<file path="src/rtl/pipeline_mdu.sv">
// RV-M multiply/divide unit with a three-state IDLE/CALC/DONE sequencer.
// Divides (and multiplies when FAST_MUL=0) iterate one bit per cycle on
// operand magnitudes; the sign fix-up is applied on the way into DONE.
module pipeline_mdu #(
  parameter int XLEN     = 32,
  parameter int FAST_MUL = 1
) (
  input  logic            clk,
  input  logic            rst,
  input  logic            start,
  input  logic [2:0]      op,
  input  logic [XLEN-1:0] a,
  input  logic [XLEN-1:0] b,
  input  logic [4:0]      rd_in,
  input  logic            flush,
  output logic            busy,
  output logic            stall,
  output logic            done,
  output logic [XLEN-1:0] result,
  output logic [4:0]      rd_out
);

  localparam int CW = $clog2(XLEN);
  localparam logic [CW-1:0]   LAST    = CW'(XLEN - 1);
  localparam logic [XLEN-1:0] MIN_NEG = {1'b1, {(XLEN-1){1'b0}}};

  typedef enum logic [1:0] {S_IDLE, S_CALC, S_DONE} state_t;

  state_t            state_q, state_d;
  logic [CW-1:0]     cnt_q, cnt_d;
  logic [2:0]        op_q, op_d;
  logic [XLEN-1:0]   hi_q, hi_d;
  logic [XLEN-1:0]   lo_q, lo_d;
  logic [XLEN-1:0]   dv_q, dv_d;
  logic              negq_q, negq_d;
  logic              negr_q, negr_d;
  logic [4:0]        rd_pend_q, rd_pend_d;
  logic [XLEN-1:0]   result_q, result_d;
  logic [4:0]        rd_out_q, rd_out_d;

  logic              a_signed, b_signed, a_neg, b_neg;
  logic [XLEN-1:0]   a_mag, b_mag;
  logic              div_zero, ovf, iter_in;
  logic [2*XLEN-1:0] ax, bx, prod_fast;
  logic [XLEN-1:0]   quick_res;
  logic [XLEN:0]     mul_sum, div_shift, div_trial;
  logic [XLEN-1:0]   step_hi, step_lo;
  logic [2*XLEN-1:0] prod;
  logic [XLEN-1:0]   quo, rem, fin_res;

  // Decode the incoming request: signedness, magnitudes and the single-cycle result.
  always_comb begin
    a_signed  = (op == 3'd1) || (op == 3'd2) || (op == 3'd4) || (op == 3'd6);
    b_signed  = (op == 3'd1) || (op == 3'd4) || (op == 3'd6);
    a_neg     = a_signed & a[XLEN-1];
    b_neg     = b_signed & b[XLEN-1];
    a_mag     = a_neg ? (~a + 1'b1) : a;
    b_mag     = b_neg ? (~b + 1'b1) : b;
    div_zero  = op[2] & (b == '0);
    ovf       = op[2] & ~op[0] & (a == MIN_NEG) & (b == '1);
    iter_in   = op[2] ? ~(div_zero | ovf) : (FAST_MUL == 0);
    ax        = {{XLEN{a_neg}}, a};
    bx        = {{XLEN{b_neg}}, b};
    prod_fast = ax * bx;
    if (op[2]) begin
      if (div_zero) quick_res = op[1] ? a : '1;
      else          quick_res = op[1] ? '0 : a;
    end else begin
      quick_res = (op == 3'd0) ? prod_fast[XLEN-1:0] : prod_fast[2*XLEN-1:XLEN];
    end
  end

  // One iteration: restoring-divide step or shift-add multiply step on {hi,lo}.
  always_comb begin
    mul_sum   = {1'b0, hi_q} + (lo_q[0] ? {1'b0, dv_q} : '0);
    div_shift = {hi_q, lo_q[XLEN-1]};
    div_trial = div_shift - {1'b0, dv_q};
    if (op_q[2]) begin
      if (!div_trial[XLEN]) begin
        step_hi = div_trial[XLEN-1:0];
        step_lo = {lo_q[XLEN-2:0], 1'b1};
      end else begin
        step_hi = div_shift[XLEN-1:0];
        step_lo = {lo_q[XLEN-2:0], 1'b0};
      end
    end else begin
      step_hi = mul_sum[XLEN:1];
      step_lo = {mul_sum[0], lo_q[XLEN-1:1]};
    end
  end

  // Sign-correct the final iteration's output into the architectural result.
  always_comb begin
    prod = {step_hi, step_lo};
    if (negq_q) prod = ~prod + 1'b1;
    quo = negq_q ? (~step_lo + 1'b1) : step_lo;
    rem = negr_q ? (~step_hi + 1'b1) : step_hi;
    if (op_q[2]) fin_res = op_q[1] ? rem : quo;
    else         fin_res = (op_q == 3'd0) ? prod[XLEN-1:0] : prod[2*XLEN-1:XLEN];
  end

  // Next-state logic; flush returns to IDLE without touching result/rd_out.
  always_comb begin
    state_d   = state_q;
    cnt_d     = cnt_q;
    op_d      = op_q;
    hi_d      = hi_q;
    lo_d      = lo_q;
    dv_d      = dv_q;
    negq_d    = negq_q;
    negr_d    = negr_q;
    rd_pend_d = rd_pend_q;
    result_d  = result_q;
    rd_out_d  = rd_out_q;
    if (flush) begin
      state_d = S_IDLE;
    end else begin
      case (state_q)
        S_CALC: begin
          hi_d  = step_hi;
          lo_d  = step_lo;
          cnt_d = cnt_q + 1'b1;
          if (cnt_q == LAST) begin
            state_d  = S_DONE;
            result_d = fin_res;
            rd_out_d = rd_pend_q;
          end
        end
        default: begin
          if (start) begin
            op_d      = op;
            rd_pend_d = rd_in;
            negq_d    = a_neg ^ b_neg;
            negr_d    = a_neg;
            if (iter_in) begin
              state_d = S_CALC;
              cnt_d   = '0;
              hi_d    = '0;
              lo_d    = op[2] ? a_mag : b_mag;
              dv_d    = op[2] ? b_mag : a_mag;
            end else begin
              state_d  = S_DONE;
              result_d = quick_res;
              rd_out_d = rd_in;
            end
          end else begin
            state_d = S_IDLE;
          end
        end
      endcase
    end
  end

  // State and datapath registers with synchronous active-low reset.
  always_ff @(posedge clk) begin
    if (!rst) begin
      state_q   <= S_IDLE;
      cnt_q     <= '0;
      op_q      <= '0;
      hi_q      <= '0;
      lo_q      <= '0;
      dv_q      <= '0;
      negq_q    <= 1'b0;
      negr_q    <= 1'b0;
      rd_pend_q <= '0;
      result_q  <= '0;
      rd_out_q  <= '0;
    end else begin
      state_q   <= state_d;
      cnt_q     <= cnt_d;
      op_q      <= op_d;
      hi_q      <= hi_d;
      lo_q      <= lo_d;
      dv_q      <= dv_d;
      negq_q    <= negq_d;
      negr_q    <= negr_d;
      rd_pend_q <= rd_pend_d;
      result_q  <= result_d;
      rd_out_q  <= rd_out_d;
    end
  end

  assign busy   = (state_q == S_CALC);
  assign done   = (state_q == S_DONE);
  assign stall  = busy | (start & ~busy & iter_in);
  assign result = result_q;
  assign rd_out = rd_out_q;

endmodule
</file>
<file path="config.mk">
export PLATFORM = sky130hd
export DESIGN_NAME = pipeline_mdu
export DESIGN_NICKNAME = d
export VERILOG_FILES = /design/src/rtl/pipeline_mdu.sv
export SDC_FILE = /design/constraint.sdc
export NUM_CORES = 2
export LEC_CHECK = 0
export BUFFER_PORTS_ARGS = -buffer_cell sky130_fd_sc_hd__buf_2
export CAP_MARGIN = 20
export CORE_MARGIN = 5
export CORE_UTILIZATION = 67
export CTS_CLUSTER_DIAMETER = 150
export DETAILED_ROUTE_END_ITERATION = 6
export PLACE_DENSITY = 0.84
export REMOVE_ABC_BUFFERS = 1
export SYNTH_ARGS = -nofsm -noshare
export SYNTH_HDL_FRONTEND = slang
export SYNTH_SLANG_ARGS = --single-unit
</file>
<file path="constraint.sdc">
create_clock -name clk -period 28 [get_ports clk]
set_clock_uncertainty 0.2 [all_clocks]
set_input_delay 4.2 -clock clk [delete_from_list [all_inputs] [get_ports clk]]
set_output_delay 4.2 -clock clk [all_outputs]
set_load 0.05 [all_outputs]
</file>
==> results by group <==
Timing
  • Slew Viols, Final: 0
  • Setup-failing EPs final: 0
  • Rel. slew slack: 0.07380
  • Final TNS setup: 0 ns
  • Final period util: 0.4904
  • Final-report hold violation count: 0
  • Peak Freq: approximately 73 MHz
  • Crit path time final: 13.73 ns
  • RSZ-0062 raised after global routing: no
  • Slew of the pin with the lowest slew margin: about 1.4 ns

Logic synthesis
  • Area leader, netlist: fa_1
  • Register area share after synthesis: 0.05496
  • Top post-synthesis cells by count: inv_1 (1,240), fa_1 (1,127), nand2_1 (998)
  • Synth top area cells: fa_1 (41%), inv_1 (8.5%), nand2_1 (6.9%), ha_1 (6.5%), dfxtp_1 (5.5%)
  • Cell variety after synth: approximately 100
  • Async SR Flop Fraction: 0
  • EDFF count, synth: 0
  • Synth top area share: 0.4129
  • Most numerous cell in the Yosys netlist: inv_1
  • Avg Synthesized Cell Area: between 8 and 9 µm²
  • Syn Inst Count: ~6,600
  • Mapped Area: between 50,000 and 60,000 µm²
  • Synth Register Bits: 150
  • Syn. warnings: 0
  • Synth Flop Type: dfxtp_1

Setup path
  • Crit start category: input port
  • Crit path max-delay cell type: fa_1
  • Max incr delay on CP: 0.89 ns
  • CP endpoint kind: flip-flop
  • Crit-path most repeated cell: fa_1
  • R2r setup slk: roughly 21 ns
  • WP data arrival: ~14 ns
  • Critical path buffer and inverter count: 6
  • CP Data Required Time: ~28 ns
  • Critical path fanouts, max: 46
  • CP Class: in -> reg
  • Top Family by Delay on Critical Path: adder cells

Drt
  • Via Count: ~47,000
  • DRC viols: 28
  • First-iteration detailed-routing DRC count: 4,808
  • ANT nets after route: 0
  • TritonRoute pass-1 iters: 7
  • Vias/cell: about 6.3
  • Wirelength, routed: roughly 180,000 µm
  • Avg WL per Cell: approximately 24 µm

Outcome
  • Status: finished, violations left
  • Failing checks: design-rule violations

Clock tree
  • H-tree level count: 4
  • Max Buffers Root-to-Sink: 2
  • # Post-CTS Setup Buffers: 0
  • Post-CTS Hold Buffers: 0
  • Clk_lat worst skew: ~0.45 ns
  • Clk pin slew, worst setup/hold paths: about 0.080 ns
  • TritonCTS clock tree: yes
  • Root Driver: clkbuf_16
  • TritonCTS buffer count: 17
  • Clock sink count: 150
  • Post-CTS resize count: 0

Die
  • Die H: 295.6 µm
  • Row count: 104
  • Die width: around 300 µm
  • Initial Util: 0.6772
  • Core area: just over 80,000 µm²
  • # IOs: around 120
  • Die ar.: a little under 90,000 µm²

Cells and area
  • Share of layout cells above drive strength 1: 0.04605
  • Fin util: 0.6938
  • Area Growth Syn to Fin: 2.436%
  • Nets: about 8,000
  • # fillers: approximately 6,400

Global routing
  • Initial antenna violation count: 8
  • First-pass GRT wire length: 276,900 µm
  • Vias in the first global route: approximately 50,000
  • Global route overflow: 0
  • Largest net degree at the start of global routing: 98
  • GRT Total Usage: 0.4091

Place
  • Routability congestion estimate: a little over 1
  • Port bufs: between 100 and 150
  • Post-detail-place hpwl: between 100,000 and 150,000 µm

Flow run
  • Max-cap violations: 0

Worst hold path
  • Min-delay worst type: reg -> reg
## worst register-to-register path, stage by stage, from the launching register on
cell and delay [ns]:
dfxtp_1 0.42, inv_1 0.10, ha_1 0.16, inv_1 0.05
fa_1 0.42, a211oi_1 0.34, o211ai_1 0.16, buf_4 0.18
nand3_1 0.11, o21a_1 0.44, a31o_2 0.60, nor3_4 0.15
a21oi_1 0.22, ha_1 0.20, o21ai_0 0.10, nand2b_1 0.23
nor2_1 0.29, nand3_1 0.27, nor3_1 0.36, nand4_1 0.32
o41ai_1 0.42, mux2i_1 0.15, a211oi_1 0.45, o32ai_1 0.16
## final cells by class
cell class	count	area, µm²	share of cell area
diodes	5	12.51	0.0002235
repair buffers	185	1119	0.01999
clock buffers	17	425.4	0.007601
flip-flops and latches	150	3008	0.05374
inverters	1242	4662	0.08329
well taps	1060	1326	0.02370
clock inverters	15	156.4	0.002794
multi-input cells	4732	45260	0.8087
## registers in the layout (all words and copies together), names as in the netlist
| signal | flops |
|---|---|
| dv_q | 32 |
| hi_q | 32 |
| lo_q | 32 |
| result | 32 |
| cnt_q | 5 |
| rd_out | 5 |
| rd_pend_q | 5 |
| op_q | 3 |
| state_q | 2 |
| negq_q | 1 |
| negr_q | 1 |
## stage by stage
step / area (µm²) / hold WS (ns) / setup slack (ns) / cells
after floorplan: 52880 / 0.2437 / 13.22 / 6124
after global placement: 55360 / 0.2539 / 14.11 / 7368
after detailed placement: 55360 / 0.2606 / 14.00 / 7368
after CTS: 55940 / 0.2712 / 14.38 / 7400
after global routing: 55960 / 0.3050 / 13.75 / 7401
final: 55970 / 0.2718 / 14.27 / 7406
## cells by family (layout without fill, tap and decap cells)
family,after synthesis,in the layout,synth area share
mux,48,48,0.009160
flops,150,150,0.05496
simple gates,2032,2032,0.1761
other cells,0,5,0
fa+ha+maj,1438,1438,0.4829
xor+xnor,230,230,0.03687
buf+inv,1671,1459,0.1175
compound gates,984,984,0.1226
## final timing paths
kind	cells past startpoint	startpoint	end
max	30	op[2]	result[29]
min	2	rd_pend_q[1]	rd_pend_q[1]
max reg2reg	23	lo_q[31]	result[28]
min reg2reg	2	rd_pend_q[1]	rd_pend_q[1]
## cell usage in the layout, fill, tap and decap left out, types with 44 or more instances in the layout
cell type	n
inv_1	1239
fa_1	1127
nand2_1	998
and2_1	364
ha_1	283
nor2_1	229
a21oi_1	228
o21ai_0	213
dfxtp_1	148
xnor2_1	141
buf_2	113
nor2b_1	90
xor2_1	89
nand3_1	72
buf_4	71
a21o_1	64
nor3_1	63
a221oi_1	54
nand4_1	48
a211oi_1	44
o211ai_1	44
## layer usage
| layer | GRT usage | routed length, µm |
|---|---|---|
| met1 | 0.5176 | 63610 |
| met5 | 0 | 38 |
| met3 | 0.1179 | 22180 |
| met2 | 0.6379 | 78350 |
| met4 | 0.2287 | 12130 |
Power is not shown: default switching activity piles up to over one toggle a cycle in this logic, so the estimate is an artifact.
